`src/rtl/rc4_dec_pkg.sv`:
```
// Shared types and sizing constants for the RC4 keystream decrypt path.
// Build option: RC4_DEC_KS_WRAP_EN (see rc4_stream_decrypt.sv).
package rc4_dec_pkg;

  localparam int RC4_NIB_W    = 4;
  localparam int RC4_WORD_W   = 32;
  localparam int RC4_KS_DEPTH = 16;
  localparam int RC4_ADDR_W   = 4;

  localparam int NIBS_PER_WORD = RC4_WORD_W / RC4_NIB_W;
  // One extra cycle because the keystream buffer read is registered.
  localparam int FETCH_CYCLES  = NIBS_PER_WORD + 1;

  typedef enum logic [2:0] {
    IDLE,
    FETCH,
    WAIT_CT,
    OUT,
    DONE
  } state_t;

endpackage

```
`src/rtl/rc4_ks_word_assembler.sv`:
```
// Keystream word assembler: walks the buffer address from base and packs the
// returned nibbles MSB-first into one word. start is held high for the whole
// fetch; done is high in the last fetch cycle, when the final nibble lands.
module rc4_ks_word_assembler
  import rc4_dec_pkg::*;
#(
  parameter int NIB_W   = RC4_NIB_W,
  parameter int WORD_W  = RC4_WORD_W,
  parameter int ADDR_W  = RC4_ADDR_W,
  parameter int NPW     = NIBS_PER_WORD,
  parameter int FETCH_N = FETCH_CYCLES
) (
  input  logic              clk,
  input  logic              reset_1,
  input  logic              start,
  input  logic [ADDR_W-1:0] base,
  output logic [ADDR_W-1:0] ks_addr,
  input  logic [NIB_W-1:0]  ks_data,
  output logic              done,
  output logic [WORD_W-1:0] ks_word
);

  localparam int CNT_W = $clog2(FETCH_N);
  localparam logic [CNT_W-1:0] LAST = CNT_W'(FETCH_N - 1);

  logic [CNT_W-1:0]  cnt_q, cnt_d;
  logic [WORD_W-1:0] word_q, word_d;
  logic [WORD_W-1:0] shifted;

  // Word shifted up by one nibble lane with the fresh nibble at the bottom,
  // so the first nibble fetched ends up in the top lane after NPW shifts.
  assign shifted[NIB_W-1:0] = ks_data;
  for (genvar gi = 1; gi < NPW; gi++) begin : g_lane
    assign shifted[gi*NIB_W +: NIB_W] = word_q[(gi-1)*NIB_W +: NIB_W];
  end

  // Count fetch cycles and shift in the nibble addressed on the previous cycle.
  always_comb begin
    cnt_d  = '0;
    word_d = word_q;
    if (start) begin
      cnt_d = (cnt_q == LAST) ? cnt_q : cnt_q + CNT_W'(1);
      if (cnt_q != '0) begin
        word_d = shifted;
      end
    end
  end

  // Counter and packed-word registers.
  always_ff @(posedge clk or negedge reset_1) begin
    if (!reset_1) begin
      cnt_q  <= '0;
      word_q <= '0;
    end else begin
      cnt_q  <= cnt_d;
      word_q <= word_d;
    end
  end

  // The last fetch cycle only captures, so the address parks back on base.
  assign ks_addr = base + ((cnt_q == LAST) ? '0 : ADDR_W'(cnt_q));
  assign done    = start && (cnt_q == LAST);
  assign ks_word = word_q;

endmodule

```
`src/rtl/rc4_stream_decrypt.sv`:
```
// RC4 keystream consumer: fetches one keystream word per ciphertext word,
// XORs it in and hands plaintext downstream over valid/ready.
// Build option: define RC4_DEC_KS_WRAP_EN to wrap back to the start of the
// keystream buffer instead of stopping (keystream reuse, test use only).
module rc4_stream_decrypt
  import rc4_dec_pkg::*;
#(
  parameter int NIB_W    = RC4_NIB_W,
  parameter int WORD_W   = RC4_WORD_W,
  parameter int KS_DEPTH = RC4_KS_DEPTH,
  parameter int ADDR_W   = RC4_ADDR_W
) (
  input  logic              clk,
  input  logic              reset_1,
  input  logic              ks_ready,
  output logic [ADDR_W-1:0] ks_addr,
  input  logic [NIB_W-1:0]  ks_data,
  input  logic              ct_valid,
  output logic              ct_ready,
  input  logic [WORD_W-1:0] ct_data,
  output logic              pt_valid,
  input  logic              pt_ready,
  output logic [WORD_W-1:0] pt_data,
  output logic              ks_exhausted
);

  localparam int NPW = WORD_W / NIB_W;

  state_t            state_q, state_d;
  logic [ADDR_W-1:0] base_q, base_d;
  logic              pt_valid_q, pt_valid_d;
  logic [WORD_W-1:0] pt_data_q, pt_data_d;
  logic              exh_q, exh_d;

  logic              fetch_done;
  logic [WORD_W-1:0] ks_word;
  logic [ADDR_W:0]   next_base_ext;
  logic              end_of_buf;

  rc4_ks_word_assembler #(
    .NIB_W   (NIB_W),
    .WORD_W  (WORD_W),
    .ADDR_W  (ADDR_W),
    .NPW     (NPW),
    .FETCH_N (NPW + 1)
  ) u_asm (
    .clk     (clk),
    .reset_1 (reset_1),
    .start   (state_q == FETCH),
    .base    (base_q),
    .ks_addr (ks_addr),
    .ks_data (ks_data),
    .done    (fetch_done),
    .ks_word (ks_word)
  );

  // One bit wider than the address so running off the end is visible.
  assign next_base_ext = {1'b0, base_q} + (ADDR_W+1)'(NPW);
  assign end_of_buf    = (next_base_ext >= (ADDR_W+1)'(KS_DEPTH));

  // Next-state, handshake and plaintext capture.
  always_comb begin
    state_d    = state_q;
    base_d     = base_q;
    pt_valid_d = pt_valid_q;
    pt_data_d  = pt_data_q;
    exh_d      = 1'b0;
    ct_ready   = 1'b0;
    case (state_q)
      IDLE: begin
        base_d = '0;
        if (ks_ready) begin
          state_d = FETCH;
        end
      end
      FETCH: begin
        if (!ks_ready) begin
          state_d = IDLE;
          base_d  = '0;
        end else if (fetch_done) begin
          state_d = WAIT_CT;
        end
      end
      WAIT_CT: begin
        if (!ks_ready) begin
          state_d = IDLE;
          base_d  = '0;
        end else begin
          // Gated by ks_ready so a word is never accepted on the way out.
          ct_ready = 1'b1;
          if (ct_valid) begin
            pt_data_d  = ct_data ^ ks_word;
            pt_valid_d = 1'b1;
            state_d    = OUT;
          end
        end
      end
      OUT: begin
        // A pending word always completes, even if ks_ready has dropped.
        if (pt_ready) begin
          pt_valid_d = 1'b0;
          if (!ks_ready) begin
            state_d = IDLE;
            base_d  = '0;
          end else if (!end_of_buf) begin
            base_d  = next_base_ext[ADDR_W-1:0];
            state_d = FETCH;
          end else begin
`ifdef RC4_DEC_KS_WRAP_EN
            base_d  = '0;
            state_d = FETCH;
            exh_d   = 1'b1;
`else
            base_d  = next_base_ext[ADDR_W-1:0];
            state_d = DONE;
            exh_d   = 1'b1;
`endif
          end
        end
      end
      DONE: begin
        if (!ks_ready) begin
          state_d = IDLE;
          base_d  = '0;
        end else begin
          exh_d = 1'b1;
        end
      end
      default: begin
        state_d = IDLE;
        base_d  = '0;
      end
    endcase
  end

  // State, base pointer and output registers.
  always_ff @(posedge clk or negedge reset_1) begin
    if (!reset_1) begin
      state_q    <= IDLE;
      base_q     <= '0;
      pt_valid_q <= 1'b0;
      pt_data_q  <= '0;
      exh_q      <= 1'b0;
    end else begin
      state_q    <= state_d;
      base_q     <= base_d;
      pt_valid_q <= pt_valid_d;
      pt_data_q  <= pt_data_d;
      exh_q      <= exh_d;
    end
  end

  assign pt_valid     = pt_valid_q;
  assign pt_data      = pt_data_q;
  assign ks_exhausted = exh_q;

endmodule

```
`config.mk`:
```
export PLATFORM = sky130hd
export DESIGN_NAME = rc4_stream_decrypt
export DESIGN_NICKNAME = d
export VERILOG_FILES = /design/src/rtl/rc4_dec_pkg.sv /design/src/rtl/rc4_ks_word_assembler.sv /design/src/rtl/rc4_stream_decrypt.sv
export SDC_FILE = /design/constraint.sdc
export NUM_CORES = 1
export LEC_CHECK = 0
export ABC_AREA = 1
export BUFFER_PORTS_ARGS = -buffer_cell sky130_fd_sc_hd__buf_2
export CELL_PAD_IN_SITES_DETAIL_PLACEMENT = 1
export CELL_PAD_IN_SITES_GLOBAL_PLACEMENT = 2
export CORE_MARGIN = 5
export CORE_UTILIZATION = 32
export CTS_BUF_LIST = sky130_fd_sc_hd__clkbuf_16
export DETAILED_ROUTE_END_ITERATION = 10
export MAX_ROUTING_LAYER = met4
export PLACE_DENSITY = 0.82
export SETUP_SLACK_MARGIN = 0.02
export SLEW_MARGIN = 20
export SYNTH_ARGS = -nofsm -noshare
export SYNTH_HDL_FRONTEND = slang
export SYNTH_SLANG_ARGS = --single-unit
```
`constraint.sdc`:
```
create_clock -name clk -period 1.5 [get_ports clk]
set_input_delay 0.15 -clock clk [delete_from_list [all_inputs] [get_ports clk]]
set_output_delay 0.15 -clock clk [all_outputs]
set_load 0.05 [all_outputs]
```
==> flow_metrics.env <==
export IMPL_timing_rr_start="u_asm.cnt_q[1]$_DFFE_PN0N_"
export IMPL_power_leakage_nw=2.26
export IMPL_cp_start_kind="flop"
export IMPL_drive_gt1_frac=0.334
export IMPL_ant_nets=0
export IMPL_ys_seq_area_frac=0.548
export IMPL_pre_cts_ws_ns=-0.0677
export IMPL_worstSetupEndpointType="output port"
export IMPL_final_cell_mix="nand2_1, buf_2, dfrtp_1"
export IMPL_grt_pass1_vias=2966
export IMPL_final_setup_viol_count=3
export IMPL_hold_ws_ns=0.0576
export IMPL_status="complete, but fails checks"
export IMPL_hold_viol=0
export IMPL_hp_class="input port to flop"
export IMPL_detailed_place_hpwl_um=6310
export IMPL_ys_warn_count=0
export IMPL_ff2ff_path_depth=9
export IMPL_antenna_cells=0
export IMPL_intPower_w=0.00560
export IMPL_post_route_period_util=1.07
export IMPL_dr_pass1_iters=4
export IMPL_min_delay_start="ks_data[2]"
export IMPL_slew_violations=0
export IMPL_switching_share=0.462
export IMPL_clk_latency_ns=0.33
export IMPL_ios=80
export IMPL_ir_worst_vdd_mv=0.906
export IMPL_timing_fmax_mhz=624
export IMPL_drt_total_wl_um=8500
export IMPL_area_growth_pct=30.0
export IMPL_fin_skew_ns=0.00536
export IMPL_antenna_found_initial=0
export IMPL_clock_sinks=74
export IMPL_netlist_area_mm2=0.00338
export IMPL_pwr_share_seq=0.331
export IMPL_gp_congestion=0.767
export IMPL_grt_usage=0.146
export IMPL_syn_area_per_cell_um2=9.44
export IMPL_fin_nets=493
export IMPL_dr_first_iter_drc_count=87
export IMPL_die_h_um=113
export IMPL_grt_max_degree=34
export IMPL_clockRootBuffer="clkbuf_16"
export IMPL_rrSetupSlack_ns=0.08
export IMPL_p_sw_w=0.00480
export IMPL_p_comb_frac=0.469
export IMPL_cts_buffers=9
export IMPL_tritoncts="built"
export IMPL_core_mm2=0.0103
export IMPL_whs_endpoint="u_asm.ks_word[2]$_DFFE_PN0P_"
export IMPL_p_clk_frac=0.200
export IMPL_cp_required_ns=1.35
export IMPL_nFillCells=1210
export IMPL_worstPathArrival_ns=1.45
export IMPL_startpoint="u_asm.cnt_q[1]$_DFFE_PN0N_"
export IMPL_overflow=0
export IMPL_rsz0062_at_grt="yes"
export IMPL_worstSetupPathType="flop to output port"
export IMPL_min_path_cells=3
export IMPL_synth_seq_cells=74
export IMPL_slew_headroom=0.788
export IMPL_powerDensity_mw_per_mm2=2370
export IMPL_wl_per_cell_um=14.4
export IMPL_synthDistinctLibCells=22
export IMPL_clockBufferDepth=2
export IMPL_min_period_ns=1.60
export IMPL_h_tree_depth=3
export IMPL_drv_cap=0
export IMPL_final_common_cell="nand2_1"
export IMPL_drc_errors=0
export IMPL_netlist_instances=358
export IMPL_dieArea_mm2=0.0127
export IMPL_cp_max_fo=3
export IMPL_tightest_slew_ns=0.317
export IMPL_initial_utilization=0.327
export IMPL_multi_input_area_mm2=0.00140
export IMPL_die_w_um=113
export IMPL_path_clk_slew_ns=0.06
export IMPL_syn_nets=401
export IMPL_regArea_mm2=0.00185
export IMPL_worstReg2RegEnd="state_q[0]$_DFFE_PN0P_"
export IMPL_via_per_inst=4.56
export IMPL_grt_pass1_wl_um=14600
export IMPL_row_count=37
export IMPL_vias=2696
export IMPL_setup_ws_ns=-0.102
export IMPL_failed_checks="negative setup slack"
export IMPL_portBuffers=79
[routing by layer]
layer,track usage,part of all wire
met5,-,0
met4,0.0361,0.0086
met3,0.0385,0.043
met2,0.231,0.48
met1,0.186,0.47
[what timing repair did]
item / in CTS / in global routing
setup endpoints to repair: 6 / 9
pin swaps: 1 / 0
buffers inserted: 5 / 0
hold buffers: 1 / 0
endpoints found under the hold margin: 20 / 0
resized for setup: 17 / 5
gates cloned: 0 / 0
[per-stage QoR]
step                      std cells  instance area (um2)  setup TNS [ns]   util  total power [W]
after detailed placement        569                 3980          -0.128  0.386          0.00823
after global routing            591                 4390          -0.511  0.425           0.0111
final                           591                 4390          -0.237  0.425           0.0104
after floorplan                 358                 3390         -0.0178      -          0.00688
after CTS                       591                 4370          -0.215  0.424           0.0105
after global placement          569                 3980               0  0.386          0.00805
[worst max-delay path by stage]
stage,end
floorplan,u_asm.cnt_q[0]$_DFFE_PN0N_
finish,ks_addr[3]
global placement,state_q[1]$_DFFE_PN0P_
CTS,ks_addr[3]
global route,ks_addr[3]
detailed placement,state_q[0]$_DFFE_PN0P_
[worst max-delay path, stage by stage (launching register included)]
cell	delay (ns)
dfrtp_1	0.41
inv_2	0.09
ha_4	0.14
nand3_4	0.08
nand2_4	0.08
xor2_2	0.15
buf_6	0.17
[power by group through the flow]
stage	logic (W)	registers [W]	clock network, W
floorplan	0.00209	0.00479	0
global placement	0.00460	0.00346	0
detailed placement	0.00474	0.00350	0
CTS	0.00493	0.00347	0.00214
global route	0.00531	0.00357	0.00225
finish	0.00488	0.00345	0.00208
[synth_stat cells, drive strengths merged]
master | n | share of area
nor3 | 1 | 0.0015
dfrtp | 74 | 0.55
xor2 | 2 | 0.0052
nor2 | 15 | 0.020
nand3 | 44 | 0.067
o21ai | 37 | 0.080
xnor2 | 33 | 0.086
clkbuf | 5 | 0.0059
ha | 2 | 0.0074
inv | 18 | 0.020
buf | 12 | 0.031
a211oi | 1 | 0.0022
nand2 | 114 | 0.13
[sequential cells by signal (all words and copies together), names as in the netlist]
name           count
ks_exhausted       1
base_q             1
u_asm.cnt_q        4
pt_valid           1
pt_data           32
state_q            3
u_asm.ks_word     32
[logic make-up after synthesis]
logic type | count (synthesis) | synth area share
AOI/OAI and AO/OA | 38 | 0.0826
xor gates and xnor gates | 35 | 0.0907
adders and majority gates | 2 | 0.00740
buffers and inverters | 35 | 0.0570
DFF | 74 | 0.548
and+or+nand+nor | 174 | 0.214
[cell type report]
type,instances,area share
Tap cell,136,0.0387
Multi-Input combinational cell,249,0.318
Sequential cell,74,0.422
Timing Repair Buffer,98,0.140
Clock inverter,7,0.0142
Clock buffer,9,0.0513
Inverter,18,0.0154
No activity file was read; power rests on OpenSTA's default activity.
